## src/rtl/lc3_pipe_ctrl.sv

```systemverilog
// Pipeline sequencing controller for the 5-stage LC-3 core: stage load enables,
// stage valid bits, branch redirect (with deferral behind a pending fetch) and a stall counter.
module lc3_pipe_ctrl #(
  parameter int WIDTH     = 16,
  parameter int CNT_WIDTH = 16
) (
  input  logic                 clk,
  input  logic                 reset,
  input  logic                 imem_resp,
  input  logic                 dmem_req,
  input  logic                 dmem_resp,
  input  logic                 load_use,
  input  logic                 br_taken,
  input  logic [WIDTH-1:0]     br_target,
  output logic                 load_pc,
  output logic                 pc_redirect,
  output logic [WIDTH-1:0]     pc_target,
  output logic                 load_if_id,
  output logic                 load_id_ex,
  output logic                 load_ex_mem,
  output logic                 load_mem_wb,
  output logic                 valid_if_id,
  output logic                 valid_id_ex,
  output logic                 valid_ex_mem,
  output logic                 valid_mem_wb,
  output logic [CNT_WIDTH-1:0] stall_count
);

  typedef enum logic {RUN, REDIRECT} state_t;

  state_t           state, state_d;
  logic [WIDTH-1:0] redirect_q, redirect_d;
  logic             dstall, br, lu;
  logic             nv_if_id, nv_id_ex, nv_ex_mem, nv_mem_wb;

  // Hazard inputs only count when the stage that raised them holds a real instruction.
  assign dstall = valid_ex_mem & dmem_req & ~dmem_resp;
  assign br     = valid_ex_mem & br_taken;
  assign lu     = load_use & valid_if_id & valid_id_ex;

  always_comb begin
    // NOTE: every output and next-state value gets a default first so no path infers a latch.
    load_pc     = 1'b0;
    load_if_id  = 1'b0;
    load_id_ex  = 1'b0;
    load_ex_mem = 1'b0;
    load_mem_wb = 1'b0;
    pc_redirect = 1'b0;
    pc_target   = (state == REDIRECT) ? redirect_q : br_target;
    nv_if_id    = 1'b0;
    nv_id_ex    = valid_if_id;
    nv_ex_mem   = valid_id_ex;
    nv_mem_wb   = valid_ex_mem;
    state_d     = state;
    redirect_d  = redirect_q;

    // A D-memory stall freezes everything, including a branch waiting in EX/MEM.
    if (!reset && !dstall) begin
      if (state == REDIRECT) begin
        load_if_id  = 1'b1;
        load_id_ex  = 1'b1;
        load_ex_mem = 1'b1;
        load_mem_wb = 1'b1;
        if (imem_resp) begin
          load_pc     = 1'b1;
          pc_redirect = 1'b1;
          state_d     = RUN;
        end
      end else if (br) begin
        load_if_id  = 1'b1;
        load_id_ex  = 1'b1;
        load_ex_mem = 1'b1;
        load_mem_wb = 1'b1;
        nv_id_ex    = 1'b0;
        nv_ex_mem   = 1'b0;
        if (imem_resp) begin
          load_pc     = 1'b1;
          pc_redirect = 1'b1;
        end else begin
          state_d    = REDIRECT;
          redirect_d = br_target;
        end
      end else if (lu) begin
        load_id_ex  = 1'b1;
        load_ex_mem = 1'b1;
        load_mem_wb = 1'b1;
        nv_id_ex    = 1'b0;
      end else if (!imem_resp) begin
        load_if_id  = 1'b1;
        load_id_ex  = 1'b1;
        load_ex_mem = 1'b1;
        load_mem_wb = 1'b1;
      end else begin
        load_pc     = 1'b1;
        load_if_id  = 1'b1;
        load_id_ex  = 1'b1;
        load_ex_mem = 1'b1;
        load_mem_wb = 1'b1;
        nv_if_id    = 1'b1;
      end
    end
  end

  // NOTE: all state uses non-blocking assignments so every register samples pre-edge values.
  always_ff @(posedge clk) begin
    if (reset) begin
      state        <= RUN;
      redirect_q   <= '0;
      valid_if_id  <= 1'b0;
      valid_id_ex  <= 1'b0;
      valid_ex_mem <= 1'b0;
      valid_mem_wb <= 1'b0;
      stall_count  <= '0;
    end else begin
      state      <= state_d;
      redirect_q <= redirect_d;
      if (load_if_id)  valid_if_id  <= nv_if_id;
      if (load_id_ex)  valid_id_ex  <= nv_id_ex;
      if (load_ex_mem) valid_ex_mem <= nv_ex_mem;
      if (load_mem_wb) valid_mem_wb <= nv_mem_wb;
      if (!load_pc && stall_count != '1) stall_count <= stall_count + CNT_WIDTH'(1);
    end
  end

endmodule
```

## config.mk

```make
export PLATFORM = sky130hd
export DESIGN_NAME = lc3_pipe_ctrl
export DESIGN_NICKNAME = d
export VERILOG_FILES = /design/src/rtl/lc3_pipe_ctrl.sv
export SDC_FILE = /design/constraint.sdc
export NUM_CORES = 1
export LEC_CHECK = 0
export ABC_AREA = 1
export CAP_MARGIN = 20
export CELL_PAD_IN_SITES_DETAIL_PLACEMENT = 1
export CELL_PAD_IN_SITES_GLOBAL_PLACEMENT = 1
export CORE_UTILIZATION = 29
export DETAILED_ROUTE_END_ITERATION = 8
export PLACE_DENSITY_LB_ADDON = 0.15
export SLEW_MARGIN = 20
export SYNTH_ARGS = -nofsm -noshare
export SYNTH_HDL_FRONTEND = slang
export SYNTH_SLANG_ARGS = --single-unit
```

## constraint.sdc

```tcl
create_clock -name clk -period 1.89 [get_ports clk]
set_clock_uncertainty 0.15 [all_clocks]
set_input_delay 0.567 -clock clk [delete_from_list [all_inputs] [get_ports clk]]
set_output_delay 0.567 -clock clk [all_outputs]
set_load 0.01 [all_outputs]
```

======== Word-level counts from Yosys, hierarchy flattened ========
Cells that the tools add are included.
storage, ports and cells
  register bits ........................... 37
  input bits .............................. 23
  output and inout port bits .............. 42
  word-level logic and storage cells ...... 50
cells by class
  add/sub/neg operators ................... 1
  eq/ne operators ......................... 1
  mux-type cells .......................... 27
  bitwise gates (word level) .............. 8
  reduce and logical (&&, ||, !) cells .... 6
operator list
  operator                                        number
  2-to-1 mux 1 bit                                26
  adder 16 x 1 -> 16 bit (second input constant)  1
  2-to-1 mux 16 bit                               1
  != test 16 bit (second input constant)          1
  bitwise AND 1 bit                               5
  AND reduction 4 bit                             1
  logical NOT 1 bit                               3
  NOT 1 bit                                       3
  logical AND 1 bit                               2

======== Depth between registers and ports, before layout ========
  word-level depth ........................ 8
  mapped depth ............................ 11
  gate-level depth less buffers ........... 10

======== Worst setup path before layout ========
Ideal clock, no wire load.
  path type ............................... in2out
  start point ............................. input port reset
  end point ............................... output port load_pc
  arrival ................................. 1380 ps
  required time ........................... 1173 ps
  setup slack ............................. -207 ps
  cell stages on the path ................. 7
  buffers on the path ..................... 2
  path through ............................ buf_2 clkinv_4 nand2_4 nor2_4 nand2_2 buf_4 inv_1
between the ends
  word-level cells in the longest chain between the ends .. 3
RTL lines
  item               line  source
  from (decl)        8     input logic reset,
  logical NOT 1 bit  58    if (!reset && !dstall) begin
  logical AND 1 bit  58
  2-to-1 mux 1 bit   58
  to (decl)          15    output logic load_pc,
No other way between the ends.

======== Final worst setup path ========
  start point ............................. register valid_ex_mem
  end point ............................... output port load_pc
between the ends
  word-level cells in the longest chain between the ends .. 5
  elaborated cells on any way between the ends .. 8
  classes of those cells .................. mux (3); bitwise (3); reduce/logical (2)
RTL lines
  item                             line  source
  from (decl)                      24    output logic valid_ex_mem,
  from (signal assigned)           119   if (load_ex_mem) valid_ex_mem <= nv_ex_mem;
  bitwise AND 1 bit (2 in series)  37    assign dstall = valid_ex_mem & dmem_req & ~dmem_resp;
  logical NOT 1 bit                58
  logical AND 1 bit                58
  2-to-1 mux 1 bit (*)             58
Mark *: on every way between the ends. The rest lies on a longest branch, timed or not.

==> summary.md <==
| Metric | Value |
|---|---|
| Clk_lat worst skew | `0.30 ns` |
| Top cell type by total area after synthesis | `dfxtp_1` |
| Num ports | `65` |
| Worst setup SP type | `flop` |
| # diodes | `0` |
| CTS tree | `yes` |
| Number of flops mapped to enable cells by yosys | `0` |
| Yosys reg bits | `37` |
| NetSw | `0.4452 mW` |
| Cells along the critical path | `nand2_4 -> nand2_4 -> nor2_4 -> nor2_4 -> nand2_4 -> inv_4 -> buf_6` |
| Avg Cell Area, Syn | `6.557 um2` |
| Endpoints failing setup | `2` |
| Synth warn | `0` |
| Peak Freq | `516.9 MHz` |
| Drt wl/cell | `12.94 um` |
| Failing checks | `negative setup slack` |
| Buffers on Ports | `64` |
| Largest cells by area after synthesis | `dfxtp_1 35%, nand2_1 19%, nor2_1 8.2%` |
| Clk root buf | `clkbuf_8` |
| Post-synth top flop | `dfxtp_1` |
| Post-Synthesis Cells | `320` |
| Core area | `6907 um2` |
| Layout area overhead | `52.47%` |
| Slew headroom | `0.7605` |
| Final setup margin | `-0.04462 ns` |
| Syn Std Cell Area | `2098 um2` |
| H-tree depth | `2` |
| Vias | `2,369` |
| Cells after DPL | `507` |
| RePlAce Congestion | `0.7511` |
| DP HPWL | `5029 um` |
| Worst Path Required | `1.17 ns` |
| Clock network fraction of total power | `0.416` |
| Yosys top cell area share | `0.3530` |
| Layout Cells excl Fill | `519` |
| Clk sinks | `37` |
| Max incr delay on CP | `0.39 ns` |
| Final net count | `446` |
| Overflow after GRT | `0` |
| Endpoints failing hold | `0` |
| Num CTS Buffers | `5` |
| Most common cell in the netlist | `nand2_1` |
| Max-Cap Viols | `0` |
| Die Height | `87.06 um` |
| Critical path class | `reg2out` |
| Initial antenna violation count | `0` |
| Sw Share | `0.2492` |
| Largest net degree at the start of global routing | `22` |
| # fillers | `936` |
| Internal cell power | `1.341 mW` |
| Post-synthesis sequential area ratio | `0.3530` |
| Net Count, Synth | `344` |
| Critical Path Most Common Cell | `nand2_4` |
| Initial drt markers | `37` |
| Width of the die | `87.06 um` |
| Reg power frac | `0.447` |
| Hold slack final | `0.3499 ns` |
| WL final | `6717 um` |
| Power Density | `558.3 nW/um2` |
| Initial Util | `0.3038` |
| Comb pwr share | `0.137` |
| Placement Setup Slack | `-0.8920 ns` |
| Hold crit path type | `reg2reg` |
| Drt pass-1 iters | `4` |
| Netlist cell types | `33` |
| Worst Tran Pin Value | `0.3580 ns` |
| Post-synth ARST share | `0` |
| # DRC | `0` |
| Slowest CP cell | `dfxtp_4` |
| Crit Path Max Fanout | `3` |
| Final core utilization | `0.4632` |
| Number of global-route vias before repair | `2,459` |
| FP Rows | `30` |
| Slew Limit Fails | `0` |
| Maximum VDD drop | `0.2352 mV` |
| Part of the cycle the worst path needs | `1.024` |
| Total track usage | `0.1919` |
| RSZ-0062 raised after global routing | `yes` |
| Share of layout cells above drive strength 1 | `0.3073` |
| Full die area | `7579 um2` |
| Status | `complete, but fails checks` |
| Leakage | `1.512 nW` |
| CTS clock-pin slew for the worst setup and hold paths | `0.08 ns` |
| Crit path time final | `1.935 ns` |
| Max Root-Sink Buffers | `2` |
| Worst EP arrival | `1.22 ns` |
| Via density | `4.565` |
| Post-synth top cells | `109 x nand2_1, 46 x nor2_1, 37 x dfxtp_1` |
| Routed Antenna Nets | `0` |
| First-pass GRT wire length | `11,250 um` |
| CP Capture Type | `output port` |
[sequential cells by signal (all words and copies together), names as in the netlist]
name and cells:
redirect_q 16, stall_count 16, state 1, valid_ex_mem 1, valid_id_ex 1, valid_if_id 1
valid_mem_wb 1
[kinds of logic (layout without fill, tap and decap cells)]
group,after synthesis,after routing,share of synthesized area
AO/OA/AOI/OAI,41,41,0.1044
XOR/XNOR,3,3,0.01252
adder cells (fa/ha/maj),1,1,0.005962
buffers and inverters,35,138,0.09182
flip-flops,37,37,0.3530
AND/OR/NAND/NOR,203,203,0.4323
[critical path, delay by kind of cell, from the launching register on]
| family | cells | cell delay (ns) |
|---|---|---|
| DFF | 1 | 0.39 |
| buffers and inverters | 2 | 0.13 |
| and+or+nand+nor | 5 | 0.39 |
[routing by layer]
| layer | vias to the layer above | track usage | part of all wire |
|---|---|---|---|
| met4 | 0 | 0.08333 | 0.019 |
| li1 | 1210 | - | - |
| met1 | 1102 | 0.2184 | 0.44 |
| met2 | 45 | 0.3450 | 0.51 |
| met5 | - | 0 | 0 |
| met3 | 12 | 0.03981 | 0.037 |
[per-stage QoR]
step	total power [mW]	cell area, um2	TNS, ns
final	1.786	3199	-0.08195
after global placement	1.085	3082	-24.81
after global routing	1.863	3199	-0.3794
after detailed placement	1.087	3082	-26.31
after floorplan	0.9175	2136	-0.05665
after CTS	1.810	3168	-0.1855
[path summary, 6_finish.rpt]
path | start | endpoint | slack (ns) | depth (start not counted)
max | valid_ex_mem | load_pc | -0.04 | 7
min | stall_count[15] | stall_count[15] | 0.35 | 2
max reg2reg | stall_count[0] | stall_count[5] | 0.19 | 9
min reg2reg | stall_count[15] | stall_count[15] | 0.35 | 2
[timing repair]
item	4_1_cts	5_1_grt
pin swaps	8	8
setup buffers	4	1
hold buffers	0	0
hold endpoints to repair	0	0
setup endpoints to repair	74	36
gates resized for setup	176	12
[layout by cell type (no fill, tap or decap), types with 2 or more instances in the layout]
cell / n
o21ai_0: 18
nand4_1: 4
nand3_1: 14
buf_2: 19
buf_4: 40
dlygate4sd2_1: 36
nand2_8: 2
clkbuf_8: 6
nor2_4: 2
o21ai_1: 4
buf_6: 11
dfxtp_2: 12
nand3b_1: 3
inv_2: 2
inv_4: 5
xor2_1: 2
nor2_1: 46
inv_1: 13
dfxtp_4: 2
nand2_2: 2
nor2_2: 13
nand2_1: 109
dfxtp_1: 23
a21oi_1: 15
nand2_4: 3
[final cells by class]
| class | count | area (um2) | share of cell area |
|---|---|---|---|
| well taps | 96 | 120.1 | 0.03754 |
| clock buffers | 6 | 82.58 | 0.02581 |
| clock inverters | 2 | 37.54 | 0.01173 |
| inverters | 21 | 103.9 | 0.03246 |
| multi-input cells | 248 | 1212 | 0.3790 |
| repair buffers | 109 | 879.6 | 0.2749 |
| flip-flops and latches | 37 | 763.2 | 0.2386 |
[power by group through the flow]
stage | sequential (mW) | combinational [mW] | clock, mW
after CTS | 0.799 | 0.248 | 0.763
final | 0.798 | 0.245 | 0.743
after global routing | 0.800 | 0.268 | 0.795
after global placement | 0.818 | 0.268 | 0
after floorplan | 0.821 | 0.0965 | 0
after detailed placement | 0.818 | 0.269 | 0
(Power assumes the default switching activity.)
